[config.mk]
export PLATFORM = sky130hd
export DESIGN_NAME = burst_arbiter_flat
export DESIGN_NICKNAME = d
export VERILOG_FILES = /design/src/rtl/burst_arbiter_if.sv /design/src/rtl/burst_arbiter.sv /design/src/flat_wrapper.sv
export SDC_FILE = /design/constraint.sdc
export NUM_CORES = 1
export LEC_CHECK = 0
export CAP_MARGIN = 20
export CORE_UTILIZATION = 32
export CTS_CLUSTER_DIAMETER = 30
export DETAILED_ROUTE_END_ITERATION = 16
export PLACE_DENSITY = 0.85
export SYNTH_ARGS = -nofsm -noshare
export SYNTH_HDL_FRONTEND = slang
export SYNTH_SLANG_ARGS = --single-unit
[constraint.sdc]
create_clock -name clock -period 4.9 [get_ports clock]
set_clock_uncertainty 0.05 [all_clocks]
set_input_delay 0.98 -clock clock [delete_from_list [all_inputs] [get_ports clock]]
set_output_delay 0.98 -clock clock [all_outputs]
set_load 0.005 [all_outputs]
[src/rtl/burst_arbiter_if.sv]
// burst_arbiter_if: one Avalon-MM burst port; master drives command and write data, slave returns read data and stall
interface burst_arbiter_if #(
  parameter int WIDTHA = 10,
  parameter int WIDTHD = 16
);
  localparam int WIDTHB = 8;
  logic [WIDTHA-1:0] address;
  logic [WIDTHD-1:0] writedata;
  logic [WIDTHB-1:0] burstcount;
  logic read;
  logic write;
  logic [WIDTHD-1:0] readdata;
  logic readdatavalid;
  logic waitrequest;
  modport master (
    output address, writedata, burstcount, read, write,
    input  readdata, readdatavalid, waitrequest
  );
  modport slave (
    input  address, writedata, burstcount, read, write,
    output readdata, readdatavalid, waitrequest
  );
endinterface

[src/rtl/burst_arbiter.sv]
// burst_arbiter: burst-granular round-robin arbiter sharing one Avalon-MM burst RAM port between two masters
module burst_arbiter #(
  parameter int WIDTHA = 10,
  parameter int WIDTHD = 16
) (
  input  logic            clock,
  input  logic            clock_areset_n,
  burst_arbiter_if.slave  s0,
  burst_arbiter_if.slave  s1,
  burst_arbiter_if.master m,
  output logic [1:0]      grant,
  output logic            busy
);
  localparam int WIDTHB = 8;
  localparam logic [1:0] IDLE = 2'd0, RD_CMD = 2'd1, RD_DATA = 2'd2, WR_DATA = 2'd3;
  logic [1:0]        state;
  logic [WIDTHB-1:0] count;
  logic              last;
  logic              req0, req1, any_req, sel, sel_read, zero_burst, beat, g_write;
  logic [WIDTHB-1:0] sel_burstcount, g_burstcount;
  logic [WIDTHA-1:0] g_address;
  logic [WIDTHD-1:0] g_writedata;

  assign req0           = s0.read | s0.write;
  assign req1           = s1.read | s1.write;
  assign any_req        = req0 | req1;
  // on a tie the port that did not go last wins; otherwise the lone requester
  assign sel            = (req0 & req1) ? ~last : req1;
  assign sel_read       = sel ? s1.read : s0.read;
  assign sel_burstcount = sel ? s1.burstcount : s0.burstcount;
  assign zero_burst     = (state == IDLE) & any_req & (sel_burstcount == '0);

  assign g_address      = grant[1] ? s1.address : s0.address;
  assign g_writedata    = grant[1] ? s1.writedata : s0.writedata;
  assign g_burstcount   = grant[1] ? s1.burstcount : s0.burstcount;
  assign g_write        = grant[1] ? s1.write : s0.write;
  assign beat           = (state == RD_DATA) ? m.readdatavalid : ((state == WR_DATA) & g_write & ~m.waitrequest);

  assign m.address      = g_address;
  assign m.writedata    = g_writedata;
  assign m.burstcount   = g_burstcount;
  assign m.read         = (state == RD_CMD);
  assign m.write        = (state == WR_DATA) & g_write;

  // in IDLE only a zero-length request is acknowledged; later the owner sees the RAM stall
  assign s0.waitrequest   = (state == IDLE) ? ~(zero_burst & ~sel) : (~grant[0] | (state == RD_DATA) | m.waitrequest);
  assign s1.waitrequest   = (state == IDLE) ? ~(zero_burst & sel) : (~grant[1] | (state == RD_DATA) | m.waitrequest);
  assign s0.readdatavalid = (state == RD_DATA) & grant[0] & m.readdatavalid;
  assign s1.readdatavalid = (state == RD_DATA) & grant[1] & m.readdatavalid;
  assign s0.readdata      = m.readdata;
  assign s1.readdata      = m.readdata;
  assign busy             = (state != IDLE);

  // arbitrate in IDLE, then hold the grant until the last beat of the burst
  always_ff @(posedge clock or negedge clock_areset_n)
    if (!clock_areset_n) begin
      state <= IDLE;
      grant <= '0;
      count <= '0;
      last  <= 1'b1;
    end else if (state == IDLE) begin
      if (any_req) begin
        last <= sel;
        if (!zero_burst) begin
          grant <= sel ? 2'b10 : 2'b01;
          count <= sel_burstcount;
          state <= sel_read ? RD_CMD : WR_DATA;
        end
      end
    end else if (state == RD_CMD) begin
      if (!m.waitrequest) state <= RD_DATA;
    end else if (beat) begin
      count <= count - 1'b1;
      if (count == WIDTHB'(1)) begin
        state <= IDLE;
        grant <= '0;
      end
    end
endmodule

[src/flat_wrapper.sv]
// flat-port wrapper written by rule: the top's interface ports become plain ports
module burst_arbiter_flat 
#(
  parameter int WIDTHA = 10,
  parameter int WIDTHD = 16
)
  (clock, clock_areset_n, grant, busy, s0_address, s0_writedata, s0_burstcount, s0_read, s0_write, s0_readdata, s0_readdatavalid, s0_waitrequest, s1_address, s1_writedata, s1_burstcount, s1_read, s1_write, s1_readdata, s1_readdatavalid, s1_waitrequest, m_address, m_writedata, m_burstcount, m_read, m_write, m_readdata, m_readdatavalid, m_waitrequest);
  burst_arbiter_if #(.WIDTHA(WIDTHA), .WIDTHD(WIDTHD)) s0_i ();
  burst_arbiter_if #(.WIDTHA(WIDTHA), .WIDTHD(WIDTHD)) s1_i ();
  burst_arbiter_if #(.WIDTHA(WIDTHA), .WIDTHD(WIDTHD)) m_i ();
  input  logic clock;
  input  logic clock_areset_n;
  output logic [1:0] grant;
  output logic busy;
  input wire logic [$bits(s0_i.address)-1:0] s0_address;
  input wire logic [$bits(s0_i.writedata)-1:0] s0_writedata;
  input wire logic [$bits(s0_i.burstcount)-1:0] s0_burstcount;
  input wire logic [$bits(s0_i.read)-1:0] s0_read;
  input wire logic [$bits(s0_i.write)-1:0] s0_write;
  output wire logic [$bits(s0_i.readdata)-1:0] s0_readdata;
  output wire logic [$bits(s0_i.readdatavalid)-1:0] s0_readdatavalid;
  output wire logic [$bits(s0_i.waitrequest)-1:0] s0_waitrequest;
  input wire logic [$bits(s1_i.address)-1:0] s1_address;
  input wire logic [$bits(s1_i.writedata)-1:0] s1_writedata;
  input wire logic [$bits(s1_i.burstcount)-1:0] s1_burstcount;
  input wire logic [$bits(s1_i.read)-1:0] s1_read;
  input wire logic [$bits(s1_i.write)-1:0] s1_write;
  output wire logic [$bits(s1_i.readdata)-1:0] s1_readdata;
  output wire logic [$bits(s1_i.readdatavalid)-1:0] s1_readdatavalid;
  output wire logic [$bits(s1_i.waitrequest)-1:0] s1_waitrequest;
  output wire logic [$bits(m_i.address)-1:0] m_address;
  output wire logic [$bits(m_i.writedata)-1:0] m_writedata;
  output wire logic [$bits(m_i.burstcount)-1:0] m_burstcount;
  output wire logic [$bits(m_i.read)-1:0] m_read;
  output wire logic [$bits(m_i.write)-1:0] m_write;
  input wire logic [$bits(m_i.readdata)-1:0] m_readdata;
  input wire logic [$bits(m_i.readdatavalid)-1:0] m_readdatavalid;
  input wire logic [$bits(m_i.waitrequest)-1:0] m_waitrequest;
  assign s0_i.address = s0_address;
  assign s0_i.writedata = s0_writedata;
  assign s0_i.burstcount = s0_burstcount;
  assign s0_i.read = s0_read;
  assign s0_i.write = s0_write;
  assign s0_readdata = s0_i.readdata;
  assign s0_readdatavalid = s0_i.readdatavalid;
  assign s0_waitrequest = s0_i.waitrequest;
  assign s1_i.address = s1_address;
  assign s1_i.writedata = s1_writedata;
  assign s1_i.burstcount = s1_burstcount;
  assign s1_i.read = s1_read;
  assign s1_i.write = s1_write;
  assign s1_readdata = s1_i.readdata;
  assign s1_readdatavalid = s1_i.readdatavalid;
  assign s1_waitrequest = s1_i.waitrequest;
  assign m_address = m_i.address;
  assign m_writedata = m_i.writedata;
  assign m_burstcount = m_i.burstcount;
  assign m_read = m_i.read;
  assign m_write = m_i.write;
  assign m_i.readdata = m_readdata;
  assign m_i.readdatavalid = m_readdatavalid;
  assign m_i.waitrequest = m_waitrequest;
  burst_arbiter #(.WIDTHA(WIDTHA), .WIDTHD(WIDTHD)) u_core (.clock(clock), .clock_areset_n(clock_areset_n), .s0(s0_i), .s1(s1_i), .m(m_i), .grant(grant), .busy(busy));
endmodule
==> results.json <==
{
  "core_area_mm2": 0.00482,
  "grt_overflow": 0,
  "post_cts_buffers": 0,
  "viasPerCell": 5.20,
  "maxCapViolations": 0,
  "timing.fmax_mhz": 252,
  "p_leak_nw": 1.03,
  "start_kind": "input port",
  "tns_ns": 0,
  "synth_ff_type": "dfrtp_1",
  "dr.pass1.iters": 4,
  "synthesis.area_mm2": 0.00163,
  "cp_num_buf_inv": 2,
  "maxSlewViolCount": 0,
  "ys_async_sr_fraction": 1.00,
  "relSlewSlack": 0.480,
  "critPathMostFrequentCell": "clkdlybuf4s50_1",
  "grtUsageTotal": 0.184,
  "cp_data_arrival_time_ns": 2.93,
  "timing.rr.start": "u_core.grant[1]$_DFFE_PN0P_",
  "clk_latency_ns": 0.25,
  "cts_tree": "yes",
  "clockBufferDepth": 2,
  "worst_path_max_delay_cell": "nor4_1",
  "insertedDiodeCount": 0,
  "startpoint": "s0_burstcount[6]",
  "die_h_um": 73.4,
  "synth_edf_count": 0,
  "synth_commonest_cells": "mux2_2, buf_4, nand2_1, dfrtp_1, nor2_1",
  "first_global_vias": 1719,
  "antenna_found_initial": 0,
  "grt_max_degree": 21,
  "drt-initial-drc-count": 117,
  "yosysSeqAreaShare": 0.200,
  "syn_to_final_growth_pct": 64.0,
  "criticalPathCategory": "in -> out",
  "critPathTopFamily": "buffers and inverters",
  "synthTopCellsByArea": "mux2_2, dfrtp_1, buf_4",
  "hpwl_mm": 4.30,
  "r2r_end": "u_core.count[5]$_DFFE_PN0P_",
  "drive_above_1_share": 0.181,
  "cts_hold_buf": 0,
  "fp.dieArea_mm2": 0.00539,
  "drc_errors": 0,
  "final-hold-violation-count": 0,
  "final-seq-area_um2": 327,
  "final_antenna_net_count": 0,
  "ir_drop_uv": 192,
  "syn-num-nets": 284,
  "synth_top_area_frac": 0.235,
  "power.density_mw_per_mm2": 372,
  "clk_pin_slew_ns": 0.06,
  "wirelength_mm": 5.29,
  "endpoint": "s0_waitrequest",
  "required_ns": 3.87,
  "endpoint_kind": "primary output",
  "cp_max_fo": 3,
  "fp.dieW_um": 73.4,
  "multiInputGateArea_mm2": 0.00101,
  "synth-seq-cells": 13,
  "h-tree-depth": 1,
  "worst_pin_slew_ns": 0.780,
  "numClockSinks": 13,
  "ios": 167,
  "rr_worst_depth": 5,
  "clock-root-buffer": "clkbuf_8",
  "min_path_type": "reg -> reg",
  "min_period_ns": 3.96,
  "num_vias": 1783,
  "synth.distinct_cells": 49,
  "post_cts_resized": 0,
  "outcome": "complete, no violations",
  "yosys.area.top_type": "mux2_2",
  "yosysMostFrequentCell": "mux2_2",
  "fin_crit_sh": 0.809,
  "layout.nets": 371,
  "cpPeakStageDelay_ns": 0.47,
  "gp_congestion": 0.878,
  "fill_cells": 457,
  "finalNonFillerCells": 343,
  "grt_setup_unrepaired": "no",
  "dp_cells": 339,
  "syn_avg_cell_area_um2": 8.59,
  "synth_warnings": 0,
  "grt_pass1_wl_mm": 7.80,
  "finalSetupViolCount": 0,
  "r2r_slack_ns": 2.29,
  "std_cell_rows": 25,
  "portBuffers": 118,
  "cp_num_cells": 7,
  "numCtsBuffers": 3,
  "cp_cell_sequence": "clkdlybuf4s50_1 -> nor4_1 -> o211ai_1 -> nand2_1 -> a21oi_1 -> a21o_1 -> clkdlybuf4s50_1",
  "synth_cells": 190,
  "start_util": 0.339,
  "wl_per_cell_um": 15.4
}
state kept, by name, indices dropped and copies added (netlist names):
| name | count |
|---|---|
| u_core.state | 2 |
| u_core.last | 1 |
| u_core.count | 8 |
| u_core.grant | 2 |
routing by layer:
metal / routed length (um) / GRT usage / part of all wire
met1: 1890 / 0.195 / 0.36
met2: 2720 / 0.343 / 0.51
met3: 617 / 0.0617 / 0.12
met4: 62 / 0.0534 / 0.012
met5: 0 / 0 / 0
area by class of cell:
class,instances,area share
clock buffer,4,0.0168
inverter,5,0.00701
multi-input combinational,135,0.379
sequential,13,0.122
tap,67,0.0313
timing repair buffer,119,0.444
worst register-to-register path, stage by stage (launching register included):
cell and delay [ns]:
dfrtp_1 0.85, mux2i_1 0.33, o31a_1 0.41, nor4_1 0.49, a211oi_1 0.15, a311oi_1 0.24
how the worst min path moves through the flow:
stage | cells after the start | to | from
final | 2 | u_core.last$_DFFE_PN1P_ | u_core.last$_DFFE_PN1P_
after detailed placement | 2 | u_core.last$_DFFE_PN1P_ | u_core.last$_DFFE_PN1P_
after CTS | 2 | u_core.last$_DFFE_PN1P_ | u_core.last$_DFFE_PN1P_
after global placement | 2 | u_core.last$_DFFE_PN1P_ | u_core.last$_DFFE_PN1P_
after global routing | 2 | u_core.last$_DFFE_PN1P_ | u_core.last$_DFFE_PN1P_
after floorplan | 2 | u_core.last$_DFFE_PN1P_ | u_core.last$_DFFE_PN1P_
power breakdown:
| group | switching [mW] | internal (mW) | total, mW |
|---|---|---|---|
| Clock | 0.0411 | 0.0575 | 0.0986 |
| Combinational | 0.231 | 0.423 | 0.654 |
| Sequential | 0.0828 | 0.160 | 0.242 |
cell usage in the layout (no fill, tap or decap), types with 2 or more instances in the layout:
cell type / count
a211oi_1: 2
a21o_1: 2
a21oi_1: 3
a221o_1: 2
a311oi_1: 2
and2_1: 2
and3_1: 3
clkbuf_8: 3
clkdlybuf4s50_1: 118
dfrtp_1: 12
ha_1: 2
inv_1: 4
mux2_2: 34
nand2_1: 27
nand3_1: 2
nor2_1: 11
nor2b_1: 2
nor3_1: 2
nor4_1: 6
o21a_1: 2
o21ai_0: 4
o22ai_1: 2
o31a_1: 2
or4_4: 2
metrics by stage:
step | setup slack (ns) | total power, mW | hold slack (ns) | utilization | cell area [um2]
finish | 0.938 | 0.995 | 0.426 | 0.556 | 2680
global route | 0.867 | 1.06 | 0.460 | 0.556 | 2680
CTS | 0.994 | 0.998 | 0.424 | 0.556 | 2680
detailed placement | 0.997 | 0.893 | 0.415 | 0.546 | 2630
global placement | 1.00 | 0.878 | 0.411 | 0.546 | 2630
floorplan | 2.09 | 0.589 | 0.395 | - | 1630
logic make-up (layout without fill, tap and decap cells):
logic type,count (synthesis),after routing,share of synthesized area
compound gates,31,31,0.147
fa+ha+maj,2,2,0.0153
buf+inv,42,128,0.179
flops,13,13,0.200
mux,35,35,0.241
simple gates,67,67,0.218
(Power assumes the default switching activity.)
